`src/rtl/mem_arb_pkg.sv`:
```
// Shared types and defaults for the data-memory port arbiter.
package mem_arb_pkg;

    typedef enum logic {
        OWN_CPU = 1'b0,
        OWN_CAM = 1'b1
    } arb_state_t;

    localparam int DEF_MAX_WAIT = 8;
    localparam int DEF_BURST    = 4;

    // A count range of 0..n-1 still needs one bit when n is 1.
    function automatic int cnt_width(input int n);
        return (n > 1) ? $clog2(n) : 1;
    endfunction

endpackage

```
`src/rtl/sat_counter.sv`:
```
// Saturating up-counter with priority clear and a terminal-count flag.
module sat_counter #(
    parameter int WIDTH = 3,
    parameter int MAX   = 7
) (
    input  logic clk,
    input  logic rst_n,
    input  logic inc,
    input  logic clr,
    output logic at_max
);

    localparam logic [WIDTH-1:0] MAX_V = WIDTH'(MAX);

    logic [WIDTH-1:0] r_cnt;

    always_ff @(posedge clk or negedge rst_n) begin
        if (!rst_n)
            r_cnt <= '0;
        else if (clr)
            r_cnt <= '0;
        else if (inc && (r_cnt != MAX_V))
            r_cnt <= r_cnt + 1'b1;
    end

    assign at_max = (r_cnt == MAX_V);

endmodule

```
`src/rtl/mem_port_arbiter.sv`:
```
// Shares the data-memory port between the MEM stage (priority) and the camera
// writer, with bounded camera starvation and bounded forced camera bursts.
module mem_port_arbiter
    import mem_arb_pkg::*;
#(
    parameter int MAX_WAIT = DEF_MAX_WAIT,
    parameter int BURST    = DEF_BURST
) (
    input  logic        clk,
    input  logic        reset,
    input  logic        cpu_req,
    input  logic        cpu_we,
    input  logic [31:0] cpu_addr,
    input  logic [31:0] cpu_wdata,
    output logic [31:0] cpu_rdata,
    output logic        cpu_stall,
    input  logic        cam_req,
    input  logic [31:0] cam_addr,
    input  logic [31:0] cam_wdata,
    output logic        cam_ack,
    output logic        mem_we,
    output logic [31:0] mem_addr,
    output logic [31:0] mem_wdata,
    input  logic [31:0] mem_rdata,
    output logic        forced
);

    arb_state_t r_state;
    arb_state_t w_state_nxt;

    logic w_cpu_gnt;
    logic w_cam_gnt;
    logic w_wait_max;
    logic w_burst_max;

    // Grant: CPU first unless the camera currently owns the port; the owner's
    // idle slot always goes to the other requester.
    always_comb begin
        w_cpu_gnt = 1'b0;
        w_cam_gnt = 1'b0;
        if (r_state == OWN_CAM) begin
            w_cam_gnt = cam_req;
            w_cpu_gnt = !cam_req && cpu_req;
        end else begin
            w_cpu_gnt = cpu_req;
            w_cam_gnt = !cpu_req && cam_req;
        end
    end

    always_comb begin
        w_state_nxt = r_state;
        case (r_state)
            OWN_CPU: if (cam_req && !w_cam_gnt && w_wait_max) w_state_nxt = OWN_CAM;
            OWN_CAM: if (!cam_req || w_burst_max)             w_state_nxt = OWN_CPU;
            default: w_state_nxt = OWN_CPU;
        endcase
    end

    always_ff @(posedge clk or negedge reset) begin
        if (!reset)
            r_state <= OWN_CPU;
        else
            r_state <= w_state_nxt;
    end

    sat_counter #(
        .WIDTH ($clog2(MAX_WAIT)),
        .MAX   (MAX_WAIT - 1)
    ) u_wait_cnt (
        .clk    (clk),
        .rst_n  (reset),
        .inc    ((r_state == OWN_CPU) && cam_req && !w_cam_gnt),
        .clr    ((r_state == OWN_CAM) || w_cam_gnt || !cam_req),
        .at_max (w_wait_max)
    );

    // Held clear while the CPU owns the port, so every forced period starts at 0.
    sat_counter #(
        .WIDTH (cnt_width(BURST)),
        .MAX   (BURST - 1)
    ) u_burst_cnt (
        .clk    (clk),
        .rst_n  (reset),
        .inc    ((r_state == OWN_CAM) && w_cam_gnt),
        .clr    (r_state == OWN_CPU),
        .at_max (w_burst_max)
    );

    // Handshake outputs are gated by reset so a burst interrupted by reset
    // never reports a word as written.
    assign cam_ack   = reset && w_cam_gnt;
    assign cpu_stall = reset && cpu_req && !w_cpu_gnt;
    assign mem_we    = reset && (w_cam_gnt || (w_cpu_gnt && cpu_we));
    assign mem_addr  = w_cam_gnt ? cam_addr  : cpu_addr;
    assign mem_wdata = w_cam_gnt ? cam_wdata : cpu_wdata;
    assign cpu_rdata = mem_rdata;
    assign forced    = (r_state == OWN_CAM);

endmodule

```
`config.mk`:
```
export PLATFORM = sky130hd
export DESIGN_NAME = mem_port_arbiter
export DESIGN_NICKNAME = d
export VERILOG_FILES = /design/src/rtl/mem_arb_pkg.sv /design/src/rtl/sat_counter.sv /design/src/rtl/mem_port_arbiter.sv
export SDC_FILE = /design/constraint.sdc
export NUM_CORES = 1
export LEC_CHECK = 0
export BUFFER_PORTS_ARGS = -buffer_cell sky130_fd_sc_hd__buf_2
export CAP_MARGIN = 40
export CORE_AREA = 2 2 103 105
export DETAILED_ROUTE_END_ITERATION = 8
export DIE_AREA = 0 0 105 107
export GPL_TIMING_DRIVEN = 0
export PLACE_DENSITY_LB_ADDON = 0.3
export SLEW_MARGIN = 40
export SYNTH_ARGS = -nofsm -noshare
export SYNTH_HDL_FRONTEND = slang
export SYNTH_SLANG_ARGS = --single-unit
```
`constraint.sdc`:
```
create_clock -name clk -period 1.8 [get_ports clk]
set_input_delay 0.09 -clock clk [delete_from_list [all_inputs] [get_ports clk]]
set_output_delay 0.09 -clock clk [all_outputs]
set_load 0.01 [all_outputs]
```
==> results.md <==
- The kind of end point of the critical path is an output port.
- The compound-cell area share of the yosys netlist is 0.007806.
- Of all cell types, the one taking the most synthesized area is sky130_fd_sc_hd__mux2_4.
- The initial utilization of the core area, before any placement, comes to 0.1588.
- In this run, CTS created clock tree buffers numbering 3.
- After synthesis the cells add up to 1603 um^2.
- The type of element launching the critical path is a flop.
- The arrival time of the worst setup path is 1690 ps.
- The number of input and output port buffers inserted is 232.
- The post-synthesis instance total is 135.
- The I/O pin count is 265.
- For this run, the number of standard cells in the final layout without fillers is 518.
- The peak supply drop is 242.3 uV.
- The number of global-route vias before repair is 1,779.
- The area share of xor/xnor cells in the synthesized design is 0.01093.
- Of the post-synthesis cell area, the dominant cell type holds 0.4590.
- The adder-cell area share of the yosys netlist is 0.02342.
- The final period utilization is 0.9872.
- The largest family of logic cells by synthesized area is multiplexers.
- The wire length of the first global-routing pass is 9163 um.
- The starting DRC count in detailed routing is 71.
- After legalization and detailed placement, the total HPWL measured 5620 um.
- The final net count is 552.
- The kind of cell with the highest combined delay along the critical path is buffers and inverters.
- Dividing the detail-routed wire length by the instance count gives 13.72 um.
- Compared with the post-synthesis result, the final layout area differs by 120.8%.
- The routed via count divided by cell count is 3.672.
- The hold violation count in the final report is 0.
- The fill cell total of the finished layout is 1,052.
- Traced cell by cell, the critical path runs through nor2b_2, nand2b_4, buf_12, clkbuf_16, mux2_4, buf_6.
- The tree is rooted in a sky130_fd_sc_hd__clkbuf_8.
- Before antenna repair, the detailed router went through 3 iterations.
- The count of synthesis-stage warnings from yosys is 0.
- The minimum setup slack in the final design is 23.09 ps.
- For this run, the total global-route usage over all layers was measured as 0.09919.
- 0 antenna diodes ended up in the layout.
- After synthesis, the mean cell area works out to 11.87 um^2.
- The cell total after placement is 503.
- Synthesis produced a netlist with a net count of 303.
- The worst setup skew after layout is 0.5837 ps.
- The depth of the worst register-to-register path is 4.
- The share of final-layout standard cells stronger than drive strength 1 is 0.9188.
- The run finished with clean final reports.
- The remaining antenna violation count is 0.
- The number of max-slew violations in the final report is 0.
- Of the synthesized area, sequential elements account for 0.09368.
- The clock passes through at most 2 buffers.
- The post-route minimum period is 1777 ps.
- The CTS H-tree depth is 1.
- The cell depth of the worst min-delay path is 2.
- The post-synthesis sequential element count is 6.
- For this run, the top clock speed supported by timing is 562.8 MHz.
- The min-delay analysis places its worst path in the category input pin to flop.
- The maximum single-stage delay on the critical path is 380 ps.
- The worst register-to-register path ends at u_wait_cnt.r_cnt[1]$_DFFE_PN0P_.
- The reported leakage power is 2.076 nW.
- The start point of the worst hold path is cam_req.
- The relative slew slack is 0.8436.
- The worst setup path is of the flop to output port kind.
- The count of maximum capacitance violations is 0.
- The minimum setup slack after placement is 122.1 ps.
- In this run the critical register-to-register path is launched from u_wait_cnt.r_cnt[0]$_DFFE_PN0P_.
- The clock drives 6 sinks.
- The sink of the worst hold path is forced$_DFF_PN0_.
- Measured along the x axis, the die boundary spans 105 um.
- Summing over every cut layer, the via total after detailed routing is 1,902.
- Routability-driven placement finished with a final weighted congestion of 0.7157.
- The power per standard cell area is 348.0 nW/um^2.
- At the later pin of the worst-skew pair, clock insertion delay measures 220 ps.
- For the worst setup path, the data required time is 1710 ps.
- Counting both buffers and inverters, the worst setup path holds a total of 3.
- Global routing finished with a remaining overflow of 0.
- Setup violations remaining at the end of the flow were counted as 0.
- The clock slew seen by the registers of the worst setup and hold paths is 40 ps.
- The number of antenna violations at the first check in global routing is 0.
- The placement row count is 37.
- The die covers 11,240 um^2.
- The flop-to-flop setup slack is 600 ps.
- The final routed wirelength across all metal layers is 7105 um.
- The post-synthesis share of cell area spent on and, or, nand and nor gates is 0.05464.
- The residual DRC count is 0.
- Setup repair after global routing could not meet its margin everywhere.
- Measured against the total synthesized area, the mux share comes to 0.5831.
- The clock tree from TritonCTS is done.
- The die is 107 um tall.
- The post-layout utilization of the core is 0.3506.
- In this run the standard cell core region covers 10,090 um^2.
- Entering global routing, the biggest net connects 11 pins.
- The number of different library cells in the post-synthesis netlist is 19.
- The maximum fanout along the worst path is 5.
- Yosys attributes the largest share of cell area to sky130_fd_sc_hd__mux2_4, sky130_fd_sc_hd__buf_4, sky130_fd_sc_hd__mux2_2.
- The slowest stage cell on the critical path is sky130_fd_sc_hd__dfrtp_1.
- The pin slew with the least headroom to its limit is 234.5 ps.
==> per-stage QoR <==
| step | hold slack, ps | area (um^2) | power, mW | TNS (ps) |
|---|---|---|---|---|
| 2_1_floorplan | -205.6 | 1603 | 0.5339 | 0 |
| 3_3_place_gp | -61.15 | 2934 | 0.8427 | 0 |
| 3_5_place_dp | -55.95 | 2934 | 0.8466 | 0 |
| 4_1_cts | 174.4 | 3005 | 1.066 | 0 |
| 5_1_grt | 186.6 | 3538 | 1.301 | -1426 |
| 6_report | 178.3 | 3538 | 1.231 | 0 |
==> layer usage <==
layer  part of all wire  GRT usage
met1               0.41     0.1332
met2               0.51     0.1674
met3              0.074    0.01459
met4             0.0061    0.02286
met5                  0          0
==> sequential cells by signal (all words and copies together), names as in the netlist <==
signal / cells
u_wait_cnt.r_cnt: 3
u_burst_cnt.r_cnt: 2
forced: 1
==> kinds of logic after synthesis <==
family / Yosys count
DFF: 6
AOI/OAI and AO/OA: 2
adders and majority gates: 3
xor gates and xnor gates: 2
and+or+nand+nor: 16
buffers and inverters: 39
muxes: 67
==> synthesized netlist by cell type <==
library cell                n
sky130_fd_sc_hd__nor2b_1    3
sky130_fd_sc_hd__nand2b_1   1
sky130_fd_sc_hd__nand2b_4   1
sky130_fd_sc_hd__nor2b_2    1
sky130_fd_sc_hd__a21boi_0   1
sky130_fd_sc_hd__dfrtp_1    6
sky130_fd_sc_hd__mux2i_1    3
sky130_fd_sc_hd__a21oi_1    1
sky130_fd_sc_hd__xor2_1     1
sky130_fd_sc_hd__xnor2_1    1
sky130_fd_sc_hd__mux2_2    15
sky130_fd_sc_hd__buf_12     5
sky130_fd_sc_hd__and2_1     1
sky130_fd_sc_hd__nor2_1     5
sky130_fd_sc_hd__buf_8      1
sky130_fd_sc_hd__nand2_1    4
sky130_fd_sc_hd__ha_1       3
sky130_fd_sc_hd__buf_4     33
sky130_fd_sc_hd__mux2_4    49
==> report_power, final <==
part	internal (mW)	total [mW]	switching (mW)
combinational	0.577	0.888	0.311
sequential	0.138	0.139	0.00153
clock	0.144	0.205	0.0607
==> layout by cell type (no fill, tap or decap), types with 3 or more instances in the layout <==
| cell type | count |
|---|---|
| sky130_fd_sc_hd__clkbuf_16 | 7 |
| sky130_fd_sc_hd__mux2_2 | 12 |
| sky130_fd_sc_hd__buf_2 | 181 |
| sky130_fd_sc_hd__buf_12 | 7 |
| sky130_fd_sc_hd__dfrtp_1 | 6 |
| sky130_fd_sc_hd__mux2i_1 | 3 |
| sky130_fd_sc_hd__ha_1 | 3 |
| sky130_fd_sc_hd__buf_4 | 36 |
| sky130_fd_sc_hd__nor2_1 | 5 |
| sky130_fd_sc_hd__buf_6 | 51 |
| sky130_fd_sc_hd__mux2_4 | 52 |
| sky130_fd_sc_hd__clkbuf_8 | 3 |
| sky130_fd_sc_hd__nand2_1 | 4 |
| sky130_fd_sc_hd__nor2b_1 | 3 |
==> layout make-up <==
type	instances	area, um^2	area share
clock buffer	3	41.29	0.01167
tap	136	170.2	0.04809
buffer	39	367.9	0.1040
multi-input combinational	90	1101	0.3112
sequential	6	150.1	0.04243
timing repair buffer	244	1708	0.4827
==> how the worst max path moves through the flow <==
| stage | from | end | slack (ps) | cells past startpoint |
|---|---|---|---|---|
| after global routing | forced$_DFF_PN0_ | mem_addr[8] | -40 | 6 |
| after floorplan | forced$_DFF_PN0_ | mem_addr[10] | 350 | 5 |
| after detailed placement | forced$_DFF_PN0_ | mem_wdata[15] | 120 | 6 |
| after CTS | forced$_DFF_PN0_ | mem_wdata[15] | 30 | 6 |
| after global placement | forced$_DFF_PN0_ | mem_wdata[1] | 120 | 6 |
| final | forced$_DFF_PN0_ | mem_addr[29] | 20 | 6 |
==> repair_timing <==
action,4_1_cts,5_1_grt
buffers inserted,2,2
cloned,0,7
hold buffers,1,0
endpoints found under the hold margin,6,0
setup endpoints to repair,54,49
pin swaps,0,0
gates resized for setup,1,59
No activity file was read; power rests on OpenSTA's default activity.
